## src/rtl/isa_pkg.sv

```systemverilog
// isa_pkg: shared stage/state encodings and opcode constants for the sequencer and decoder
package isa_pkg;
  typedef enum logic [1:0] {
    STG_FETCH  = 2'b00,
    STG_EXEC   = 2'b01,
    STG_RETIRE = 2'b10
  } stage_t;
  typedef enum logic [1:0] {
    IDLE,
    RUN,
    HALTED
  } seq_state_t;
  localparam logic [3:0] OP_NOP  = 4'h0;
  localparam logic [3:0] OP_ALU  = 4'h1;
  localparam logic [3:0] OP_BR   = 4'h2;
  localparam logic [3:0] OP_JMP  = 4'h3;
  localparam logic [3:0] OP_CALL = 4'h4;
  localparam logic [3:0] OP_RET  = 4'h5;
  localparam logic [3:0] OP_HALT = 4'hf;
endpackage

```

## src/rtl/ret_stack.sv

```systemverilog
// ret_stack: return-address LIFO; dout shows the top entry, push/pop beyond full/empty are ignored
module ret_stack #(
  parameter int PCW = 10,
  parameter int STACK_DEPTH = 4
) (
  input  logic           clk,
  input  logic           reset_n,
  input  logic           clr,
  input  logic           push,
  input  logic           pop,
  input  logic [PCW-1:0] din,
  output logic [PCW-1:0] dout,
  output logic           full,
  output logic           empty
);
  localparam int AW = $clog2(STACK_DEPTH);
  logic [AW:0] sp;
  logic [AW-1:0] rd;
  logic [PCW-1:0] mem [STACK_DEPTH];
  assign rd = sp[AW-1:0] - 1'b1;
  assign dout = mem[rd];
  assign full = sp == (AW+1)'(STACK_DEPTH);
  assign empty = sp == '0;
  // stack pointer: cleared on reset or restart, moves one slot per push/pop
  always_ff @(posedge clk or negedge reset_n)
    if (!reset_n) sp <= '0;
    else if (clr) sp <= '0;
    else if (push && !full) sp <= sp + 1'b1;
    else if (pop && !empty) sp <= sp - 1'b1;
  // storage: write the pushed address into the next free slot
  always_ff @(posedge clk)
    if (push && !full && !clr) mem[sp[AW-1:0]] <= din;
endmodule

```

## src/rtl/pc_sequencer.sv

```systemverilog
// pc_sequencer: 3-stage instruction sequencer with pc, return stack and run/halt FSM; optional PC_SEQ_STALL_EN adds a stall input
module pc_sequencer
  import isa_pkg::*;
#(
  parameter int PCW = 10,
  parameter int STACK_DEPTH = 4
) (
  input  logic           clk,
  input  logic           reset_n,
  input  logic           start,
  input  logic           jump,
  input  logic           call,
  input  logic           ret,
  input  logic           take,
  input  logic           halt,
  input  logic [PCW-1:0] target,
`ifdef PC_SEQ_STALL_EN
  input  logic           stall,
`endif
  output logic [PCW-1:0] pc,
  output logic [1:0]     stage,
  output logic           done,
  output logic           stack_err
);
  seq_state_t state;
  stage_t stg;
  logic go, retire, launch, full, empty, under, over, push, pop;
  logic [PCW-1:0] top, pc_inc, next_pc;
`ifdef PC_SEQ_STALL_EN
  assign go = !stall;
`else
  assign go = 1'b1;
`endif
  assign stage = stg;
  assign launch = start && state != RUN;
  assign retire = state == RUN && stg == STG_RETIRE && go;
  assign pc_inc = pc + 1'b1;
  assign under = ret && empty;
  assign over = !ret && call && full;
  assign push = retire && !halt && !ret && call && !full;
  assign pop = retire && !halt && ret && !empty;
  assign next_pc = ret ? top : call ? target : (jump && take) ? target : pc_inc;
  ret_stack #(.PCW(PCW), .STACK_DEPTH(STACK_DEPTH)) u_stack (
    .clk(clk), .reset_n(reset_n), .clr(launch), .push(push), .pop(pop),
    .din(pc_inc), .dout(top), .full(full), .empty(empty)
  );
  // run/halt FSM, stage counter and pc register; pc only moves on the retire edge
  always_ff @(posedge clk or negedge reset_n)
    if (!reset_n) begin
      state <= IDLE;
      pc <= '0;
      stg <= STG_FETCH;
      done <= 1'b0;
      stack_err <= 1'b0;
    end else if (launch) begin
      state <= RUN;
      pc <= '0;
      stg <= STG_FETCH;
      done <= 1'b0;
      stack_err <= 1'b0;
    end else if (state == RUN && go) begin
      if (stg != STG_RETIRE) stg <= (stg == STG_FETCH) ? STG_EXEC : STG_RETIRE;
      else begin
        stg <= STG_FETCH;
        if (halt) begin
          state <= HALTED;
          done <= 1'b1;
        end else if (under || over) begin
          state <= HALTED;
          stack_err <= 1'b1;
        end else pc <= next_pc;
      end
    end
endmodule

```

## config.mk

```make
export PLATFORM = sky130hd
export DESIGN_NAME = pc_sequencer
export DESIGN_NICKNAME = d
export VERILOG_FILES = /design/src/rtl/isa_pkg.sv /design/src/rtl/ret_stack.sv /design/src/rtl/pc_sequencer.sv
export SDC_FILE = /design/constraint.sdc
export NUM_CORES = 1
export LEC_CHECK = 0
export CAP_MARGIN = 30
export CORE_UTILIZATION = 50
export CTS_BUF_LIST = sky130_fd_sc_hd__clkbuf_8
export DETAILED_ROUTE_END_ITERATION = 8
export PLACE_DENSITY = 0.69
export SLEW_MARGIN = 20
export SYNTH_ARGS = -nofsm -noshare
export SYNTH_HDL_FRONTEND = slang
export SYNTH_SLANG_ARGS = --single-unit
export TNS_END_PERCENT = 30
```

## constraint.sdc

```tcl
create_clock -name clk -period 3.4 [get_ports clk]
set_input_delay 0.34 -clock clk [delete_from_list [all_inputs] [get_ports clk]]
set_output_delay 0.34 -clock clk [all_outputs]
set_load 0.01 [all_outputs]
```

==> impl_metrics.yaml <==
power_and_ir_drop:
  p_leak_nw: 1.286
  ir_drop_uv: 327.3
  power.density_nw_per_um2: 782.2
grt:
  grtUsageTotal: 0.2311
  antenna_found_initial: 0
  first_global_vias: 1776
  overflow: 0
  grt_first_pass_wirelength_um: 9818
  grt_max_degree: 20
place:
  hpwl_um: 3938
  finalWeightedCongestion: 0.7726
  dpl_cell_area_sq_um: 3151
  io_buffers: 31
routing:
  ant_nets: 0
  totalWireLength_um: 5965
  routedWlPerCell_um: 18.88
  drt_iter0_drc: 155
  dr.pass1.iters: 4
  viasPerCell: 5.804
  remaining_drc_errors: 0
  num_vias: 1834
timing:
  setup_viol: 0
  fin_setup_tns_ns: 0
  finClkSkew_ns: 0.006439
  fmax_ghz: 0.4286
  finalCritPeriodShare: 0.6863
  hold_viol: 0
  rsz0062_at_grt: "no"
  slew_violations: 0
  worstMarginPinSlew_ns: 0.5446
  fin_crit_ns: 2.333
  max_slew_margin: 0.6354
die:
  dieArea_sq_um: 5860
  core_sq_um: 5238
  die_w_um: 76.55
  rows: 26
  start_util: 0.5306
  fp.dieH_um: 76.55
  ioPinCount: 32
setup_path:
  critPathLaunch: "ret"
  crit_slowest_cell: "clkdlybuf4s50_1"
  worst-r2r-cell-count: 6
  arrival_ns: 2.61
  path_class: "input pin to flip-flop"
  r2r-start: "u_stack.sp[1]"
  cpMostUsedCell: "nand2b_1"
  critPathCaptureType: "flip-flop"
  crit_family: "compound AO/OA/AOI/OAI gates"
  cp_cell_sequence: "clkdlybuf4s50_1 > nand2b_1 > a2bb2o_4 > nand2b_1 > a2111oi_0 > a221o_1"
  cp.buffers_inverters: 1
  worst-path-max-fanout: 14
  cp_num_cells: 6
  critPathMaxStageDelay_ns: 0.75
  critPathLaunchType: "input pin"
  critPathRequiredTime_ns: 3.68
final_layout:
  utilization: 0.6479
  final_common_cell: "edfxtp_1"
  n_fill_cell: 386
  ff_latch_area_sq_um: 1677
  area_growth_pct: 22.11
  final_cell_area_sq_um: 3393
  drive_gt1_frac: 0.1504
  multi_input_area_sq_um: 1042
  layout_common_cells: "40 x edfxtp_1, 31 x clkdlybuf4s50_1, 23 x nor2_1"
  n_antenna_cell: 0
  fin_nets: 265
cts:
  cts.clk_slew.worst_paths_ns: 0.07
  cts_tree: "yes"
  clock_latency_ns: 0.34
  cts_buffer_depth: 2
  cts_buffers: 9
  clkSinkCount: 59
  cts-root-buf: "clkbuf_8"
  ctsResizeCount: 0
  post_cts_buffers: 0
  h-tree-depth: 3
  cts-hold-fix-buffers: 0
synthesis:
  synthArstFlopShare: 0.3220
  synth_warnings: 0
  ys_seq_area_frac: 0.6033
  synthTopCellsByArea: "edfxtp_1 43%, dfrtp_1 17%, mux4_2 8.1%, nor2_1 3.1%, ha_1 2.3%"
  syn_nets: 227
  synth_area_sq_um: 2779
  syn_inst: 203
  ys.flop_type: "edfxtp_1"
  yosysTopAreaCell: "edfxtp_1"
  synth-edff-count: 40
  syn_area_per_cell_sq_um: 13.69
  yosysUniqueCellTypes: 42
  ys_ff_latch: 59
  yosysTopAreaCellShare: 0.4322
hold_path:
  hold_class: "input pin to asynchronous set/reset pin"
job:
  drv_cap: 0
status:
  status: "completed"
-- state kept, by name (all words and copies together), names as in the netlist --
name / cells
u_stack.sp: 3
state: 2
stack_err: 1
done: 1
stage: 2
u_stack.mem: 40
pc: 10
-- area by class of cell --
cell class                 instances  area share
sequential                        59      0.4941
multi-input combinational        131      0.3072
timing repair buffer              33     0.09698
clock buffer                       9     0.03650
clock inverter                     7     0.03171
tap                               70     0.02581
inverter                           7    0.007743
-- path summary, 6_finish.rpt --
path,end,slack [ns]
max reg2reg,pc[9],1.20
min in group clk,done,0.51
min,u_stack.sp[2],0.33
min reg2reg,done,0.51
max in group asynchronous,stack_err,2.62
max,pc[9],1.07
-- through the flow --
stage	hold WS [ns]	total power [mW]	setup slack, ns	cells
after floorplan	0.04441	1.579	0.9497	203
after global placement	0.4832	1.893	0.8306	299
after detailed placement	0.4976	1.907	0.7699	299
after CTS	0.5113	2.661	1.104	315
after global routing	0.3628	2.786	0.9313	316
final	0.3299	2.654	1.067	316
-- cell families after synthesis --
group                      synth area share
AOI/OAI and AO/OA                   0.09411
xor gates and xnor gates            0.02521
adders and majority gates           0.02972
buffers and inverters               0.02161
DFF                                  0.6033
muxes                               0.09590
and+or+nand+nor                      0.1301
-- where the power goes --
group | total (mW) | internal [mW] | switching [mW]
clock network | 0.757 | 0.479 | 0.278
logic | 0.824 | 0.413 | 0.411
registers | 1.07 | 0.935 | 0.138
-- cell usage after synthesis, types with 4 or more instances --
cell type,instances
and2_2,4
o21ai_0,8
nor3_1,4
xor2_1,5
mux4_2,10
edfxtp_1,40
dfrtp_1,19
a21oi_1,5
o22ai_1,5
nand3_1,9
nand2_1,10
o31ai_1,4
clkbuf_1,4
ha_1,5
nand2b_1,5
inv_1,7
nor2_1,23
-- metal layers --
metal  vias up  track usage  part of all wire
met2        63       0.3342              0.46
met5         -            0                 0
li1        840            -                 -
met1       919       0.3288              0.47
met3        12      0.03473             0.039
met4         0       0.1423             0.027
No activity file was read; power rests on OpenSTA's default activity.
